## config.mk

```make
export PLATFORM = sky130hd
export DESIGN_NAME = maxpool2_stream
export DESIGN_NICKNAME = d
export VERILOG_FILES = /design/src/rtl/maxpool2_stream.sv
export SDC_FILE = /design/constraint.sdc
export NUM_CORES = 1
export LEC_CHECK = 0
export CORE_ASPECT_RATIO = 1.2
export CORE_MARGIN = 3
export CORE_UTILIZATION = 60
export DETAILED_ROUTE_END_ITERATION = 8
export GPL_TIMING_DRIVEN = 0
export MAX_ROUTING_LAYER = met4
export PLACE_DENSITY = 0.78
export SYNTH_ARGS = -nofsm -noshare
export SYNTH_HDL_FRONTEND = slang
export SYNTH_SLANG_ARGS = --single-unit
```

## constraint.sdc

```tcl
create_clock -name clk -period 3.95 [get_ports clk]
set_input_delay 1.185 -clock clk [delete_from_list [all_inputs] [get_ports clk]]
set_output_delay 1.185 -clock clk [all_outputs]
set_load 0.03 [all_outputs]
```

## src/rtl/maxpool2_stream.sv

```systemverilog
`default_nettype none
// ============================================================================
// Module   : maxpool2_stream
// Purpose  : Streaming 2x2, stride-2 max-pool. Consumes a raster-order
//            WIDTH x HEIGHT stream of unsigned pixels and emits the
//            floor(W/2) x floor(H/2) pooled stream in raster order.
//            Stores one half-row of partial (horizontal) maxima plus a
//            single horizontal hold register. No backpressure.
// Ports    : clk        - rising-edge clock
//            rst        - asynchronous active-high reset
//            valid_in   - pixel_in valid this cycle
//            pixel_in   - input activation (raster order)
//            pixel_out  - pooled pixel (registered, holds between strobes)
//            valid_out  - one-cycle strobe, pixel_out valid
//            frame_end  - one-cycle strobe with the last valid_out of frame
// Revision : 1.0  initial release
// ============================================================================
module maxpool2_stream #(
  parameter int WIDTH  = 26,
  parameter int HEIGHT = 26,
  parameter int DATA_W = 8
) (
  input  logic              clk,
  input  logic              rst,
  input  logic              valid_in,
  input  logic [DATA_W-1:0] pixel_in,
  output logic [DATA_W-1:0] pixel_out,
  output logic              valid_out,
  output logic              frame_end
);

  localparam int COL_W  = (WIDTH  > 1) ? $clog2(WIDTH)  : 1;
  localparam int ROW_W  = (HEIGHT > 1) ? $clog2(HEIGHT) : 1;
  localparam int HALF_W = WIDTH / 2;
  localparam int IDX_W  = (HALF_W > 1) ? $clog2(HALF_W) : 1;

  localparam logic [COL_W-1:0] c_col_last     = COL_W'(WIDTH - 1);
  localparam logic [ROW_W-1:0] c_row_last     = ROW_W'(HEIGHT - 1);
  localparam logic [COL_W-1:0] c_col_lastpair = COL_W'(2 * (WIDTH / 2) - 1);
  localparam logic [ROW_W-1:0] c_row_lastpair = ROW_W'(2 * (HEIGHT / 2) - 1);
  localparam bit               c_w_odd        = (WIDTH  % 2) == 1;
  localparam bit               c_h_odd        = (HEIGHT % 2) == 1;

  logic [COL_W-1:0]  r_col;
  logic [ROW_W-1:0]  r_row;
  logic [DATA_W-1:0] r_hold;
  logic [DATA_W-1:0] r_rowbuf [0:HALF_W-1];

  logic              w_col_wrap;
  logic              w_col_in;     // column belongs to a complete 2-wide pair
  logic              w_row_in;     // row belongs to a complete 2-high pair
  logic              w_hold_en;
  logic              w_wr_rowbuf;
  logic              w_emit;
  logic              w_last_out;
  logic [IDX_W-1:0]  w_idx;
  logic [DATA_W-1:0] w_rb;
  logic [DATA_W-1:0] w_max2;
  logic [DATA_W-1:0] w_max3;

  assign w_col_wrap  = (r_col == c_col_last);
  // The trailing column/row of an odd dimension is always the even index
  // WIDTH-1 / HEIGHT-1; it still advances the counters but has no effect.
  assign w_col_in    = !(c_w_odd && (r_col == c_col_last));
  assign w_row_in    = !(c_h_odd && (r_row == c_row_last));

  assign w_hold_en   = valid_in && !r_col[0] && w_col_in && w_row_in;
  assign w_wr_rowbuf = valid_in &&  r_col[0] && !r_row[0] && w_row_in;
  assign w_emit      = valid_in &&  r_col[0] &&  r_row[0];
  assign w_last_out  = (r_row == c_row_lastpair) && (r_col == c_col_lastpair);

  assign w_idx  = IDX_W'(r_col >> 1);
  assign w_rb   = r_rowbuf[w_idx];
  assign w_max2 = (r_hold > pixel_in) ? r_hold : pixel_in;
  assign w_max3 = (w_max2 > w_rb)     ? w_max2 : w_rb;

  // Counters, hold register and output registers.
  always_ff @(posedge clk or posedge rst) begin
    if (rst) begin
      r_col     <= '0;
      r_row     <= '0;
      r_hold    <= '0;
      pixel_out <= '0;
      valid_out <= 1'b0;
      frame_end <= 1'b0;
    end else begin
      valid_out <= 1'b0;
      frame_end <= 1'b0;

      if (valid_in) begin
        if (w_col_wrap) begin
          r_col <= '0;
          r_row <= (r_row == c_row_last) ? '0 : r_row + 1'b1;
        end else begin
          r_col <= r_col + 1'b1;
        end
      end

      if (w_hold_en) begin
        r_hold <= pixel_in;
      end

      if (w_emit) begin
        pixel_out <= w_max3;
        valid_out <= 1'b1;
        frame_end <= w_last_out;
      end
    end
  end

  // Half-row of horizontal maxima. Every entry is written in an even row
  // before it is read in the following odd row, so it carries no reset.
  always_ff @(posedge clk) begin
    if (w_wr_rowbuf) begin
      r_rowbuf[w_idx] <= w_max2;
    end
  end

endmodule
`default_nettype wire

```

* After elaboration in Yosys (flattened, before gate mapping) *
Memories as Yosys holds them, arrays and structs flattened.
Index checks and enable logic that the tools add are counted.

operators by class
  eq/ne operators = 2
  muxes and demuxes = 8
  $add $sub $neg = 2
  reduce and logical (&&, ||, !) cells = 8
  magnitude comparators = 2

operators with widths
  kind                                                           number
  8-bit > comparator                                             2
  8-bit two-way mux                                              2
  5-bit by 1-bit adder with 5-bit output, second input constant  2
  5-bit equality test, second input constant                     2
  5-bit two-way mux                                              2
  1-bit logical AND                                              5
  1-bit two-way mux                                              4
  1-bit logical NOT                                              2
  2-bit AND reduction                                            1

word-level totals
  output and inout port bits = 10
  register bits after elaboration = 28
  bits in writable memories = 104
  memories kept = 1

memories
  memory    words  width  read ports  clocked after memory_dff  wr ports  line  source
  r_rowbuf  13     8      1           0                         1         47    logic [DATA_W-1:0] r_rowbuf [0:HALF_W-1];

* Logic depth before layout (Yosys ltp) *
Gate-level depths: netlist of run 1.

  word-level depth = 4
  gate-level depth with buffers = 15
  gate-level depth less buffers = 15

* Least setup slack after synthesis of run 1 *
Ideal clock, no wire load.

  path type = input-to-reg
  from = in pixel_in[1]
  to = reg pixel_out[1]
  stages on the path = 14
  setup slack = -73 ps
  data arrival time = 3945 ps
  data required time = 3872 ps
  cell sequence = inv_1 > ha_1 > nor2b_1 > o211ai_1 > a21oi_1 > o22ai_2 > mux2i_1 > inv_1 > ha_1 > a21o_1 > a211oi_1 > o22ai_2 > o31a_1 > o21ai_1

on the way
  cells in the longest elaborated chain, start to end = 4

ends and longest elaborated chain
  item                  line  source
  start, declared       26    input logic [DATA_W-1:0] pixel_in,
  8-bit > comparator    74    assign w_max2 = (r_hold > pixel_in) ? r_hold : pixel_in;
  8-bit two-way mux     74
  net w_max2[2]         58    logic [DATA_W-1:0] w_max2;
  8-bit > comparator    75    assign w_max3 = (w_max2 > w_rb) ? w_max2 : w_rb;
  8-bit two-way mux     75
  end signal, assigned  104   pixel_out <= w_max3;
  end, declared         27    output logic [DATA_W-1:0] pixel_out,

The timed path passes the listed nets, and every way through them passes these cells.
A chain may end at the register's enable or synchronous reset.

* Worst setup path after layout of run 1 *
  from = in pixel_in[1]
  to = reg pixel_out[2]

on the way
  cells in the longest elaborated chain, start to end = 4

ends and longest elaborated chain
  item                    line
  8-bit > comparator      74
  8-bit two-way mux (*)   74
  net w_max2[1]           58
  8-bit > comparator (*)  75
  8-bit two-way mux (*)   75

Mark *: on every way through the listed nets, which the timed path passes. The rest lies on a longest branch.

==> impl_metrics.toml, run 1 <==
[status]
status = "complete, no violations"

[pwr]
power_density_nw_per_um2 = 816
finalPower_uw = 5760
ir_worst_vdd_mv = 0.585
power_leakage_uw = 0.00264

[final_layout]
area_growth_pct = 21.1
diodes = 0
mostFrequentLayoutCells = "104 x edfxtp_1, 37 x nand2_1, 28 x dfrtp_1"
finalNetCount = 454
layout-drive-gt1-share_pct = 25.0
layout_commonest_cell = "edfxtp_1"
fin_area_um2 = 7060

[synthesis]
netlist_instances = 374
yosys.cell_types.count = 42
yosys_most_used_dff = "edfxtp_1"
syn_area_um2 = 5830
synth_edf_count = 104
yosysWarnings = 0
ys_seq_area_share_pct = 65.6
async_reset_ff_share_pct = 21.2
avgSynthCellArea_um2 = 15.6
syn-num-nets = 405
ys_ff_latch = 132

[critical_path]
arrival_ns = 4.31
critical_path_required_ns = 4.40
crit_start = "pixel_in[1]"
crit_chain = "clkbuf_2 -> inv_1 -> ha_1 -> nor2b_1 -> o211ai_1 -> a21oi_2 -> o22ai_4 -> buf_12 -> mux2i_4 -> inv_2 -> ha_4 -> and4b_2 -> a211oi_4 -> o22ai_4 -> o31a_1 -> o21ai_1"
timing.critical_path.buf_inv = 4
cp-start-kind = "primary input"
crit_type = "in2reg"
cpLargestDelayFamily = "compound AO/OA/AOI/OAI gates"
path_common_cell = "o22ai_4"
cp-end-kind = "flop"
crit_path_top_delay_cell = "a211oi_4"
path_max_fanout = 4
r2r-start = "r_hold[1]"
max_stage_delay_ns = 0.33

[timing]
whs_ns = 0.570
maxSlewViolCount = 0
worst_slew_pin_slew_ns = 1.10
finalHoldViolCount = 0
post-route-min-period_ns = 3.86
setup_viol = 0
post-route-period-util_pct = 97.8
max_freq_mhz = 259
max-slew-margin-rel_pct = 26.4
clock_skew_ns = 0.00638
rsz0062_at_grt = "false"

[global_route]
grt_pass1_vias = 3701
grt_antenna_before_repair = 0
grt_overflow = 0
track_usage_pct = 28.1
grt_pass1_wl_um = 20900
grt_max_degree = 29

[cts]
cts-root-buf = "clkbuf_8"
htreeDepth = 4
path_clk_slew_ns = 0.06
cts.sinks = 132
cts_tree = "yes"
cts_hold_buf = 0
clock_latency_ns = 0.52
cts_buffer_depth = 2
cts-buffers-inserted = 17

[floorplan]
die_w_um = 96.0
io_pins = 21
row_count = 38
coreArea_um2 = 9270
initial_core_util_pct = 62.9
design.die.area_um2 = 10900
die_h_um = 114

[routing]
viasPerCell = 6.52
ant_nets = 0
dr.pass1.iters = 5
wl_um = 13500
drcViolationCount = 0
initialDrtViolationCount = 491
vias = 3625
drt-wirelength-per-cell_um = 24.4

[place]
placed_area_um2 = 6190
io_buffers = 20
dp_hpwl_um = 7900
routabilityCongestion = 0.845

[run]
maxCapViolCount = 0

[min_path]
hold_path_class = "reg2reg"
min_from = "r_row[4]"
[power breakdown]
part | leakage (uW) | total [uW] | switching (uW) | internal, uW
clock network | 0.000298 | 1620 | 583 | 1040
registers | 0.00128 | 1890 | 118 | 1770
logic | 0.00106 | 2250 | 1280 | 968
total | 0.00264 | 5760 | 1980 | 3780
[stage by stage]
step | worst slack, ns | std cells | utilization, % | TNS, ns
floorplan | 0.0299 | 374 | - | 0
global placement | -0.955 | 514 | 66.7 | -7.56
detailed placement | -1.12 | 514 | 66.7 | -8.83
CTS | 0.0323 | 556 | 75.5 | 0
global route | 0.0348 | 556 | 76.1 | 0
finish | 0.0886 | 556 | 76.1 | 0
[cells by family after synthesis]
family          after synthesis  share of synthesized area (%)
mux                          41                           12.9
compound gates               60                           7.10
flops                       132                           65.6
buf+inv                      37                           3.48
simple gates                 84                           6.65
fa+ha+maj                    20                           4.29
[per-layer routing]
metal,wire length (um),global-route usage [%],vias to the layer above
met5,0,-,-
met3,1060,7.78,35
met1,5030,35.2,1834
met2,6990,43.9,202
met4,456,10.3,0
li1,-,-,1554
[final cells by class]
class,count,area (um2)
clock inverters,13,181
repair buffers,29,289
fillers,504,2210
clock buffers,19,432
multi-input cells,206,1980
inverters,22,82.6
well taps,120,150
flip-flops and latches,132,3820
plain buffers,15,120
[synthesized netlist by cell type, types with 2 or more instances]
master,n,area share [%]
edfxtp_1,104,54
nand4_1,4,0.43
buf_2,8,0.69
mux2i_1,9,1.5
clkbuf_1,2,0.13
a22o_1,2,0.30
mux4_1,8,3.6
o22ai_2,2,0.43
o31a_1,7,1.1
ha_1,20,4.3
nand3_1,4,0.34
inv_1,22,1.4
nor2b_1,2,0.21
o22ai_1,10,1.1
and4b_1,2,0.34
nor2_1,19,1.2
mux4_2,16,6.2
mux2_2,8,1.5
a21o_1,3,0.39
o21ai_0,6,0.52
or3_1,3,0.32
buf_12,2,0.69
a31o_1,7,1.1
dfrtp_1,28,12
nor3_1,3,0.26
nand2b_1,5,0.54
o21ai_1,8,0.69
o211ai_1,3,0.39
a21oi_1,7,0.60
nand2_1,38,2.4
[state kept, by name (all words and copies together) (netlist names)]
register,flops
r_rowbuf,104
pixel_out,8
r_hold,8
r_col,5
r_row,5
frame_end,1
valid_out,1
[what timing repair did]
| action | in CTS | in global routing |
|---|---|---|
| resized for setup | 29 | 16 |
| setup endpoints to repair | 8 | 8 |
| gates cloned | 1 | 0 |
| setup buffers | 9 | 0 |
| pin swaps | 5 | 6 |
[path summary, 6_finish.rpt]
check / cells past startpoint / to / slack, ns
hold reg to reg: 1 / r_row[4] / 0.57
min in group asynchronous: 2 / r_col[0] / 1.25
setup reg to reg: 14 / pixel_out[2] / 0.50
max in group asynchronous: 2 / pixel_out[6] / 2.04
hold / removal: 1 / r_row[4] / 0.57
setup / recovery: 16 / pixel_out[2] / 0.09
Power figures use the tool's default switching activity.
==> run 2, diff against run 1 <==
--- a/config.mk
+++ b/config.mk
@@ -8,6 +8,7 @@
 export CORE_ASPECT_RATIO = 1.2
 export CORE_MARGIN = 3
 export CORE_UTILIZATION = 60
+export CTS_CLUSTER_SIZE = 10
 export DETAILED_ROUTE_END_ITERATION = 8
 export GPL_TIMING_DRIVEN = 0
 export MAX_ROUTING_LAYER = met4
==> results of run 2 <==
Same layout as run 1: the final DEF is identical, and so are final timing and power.
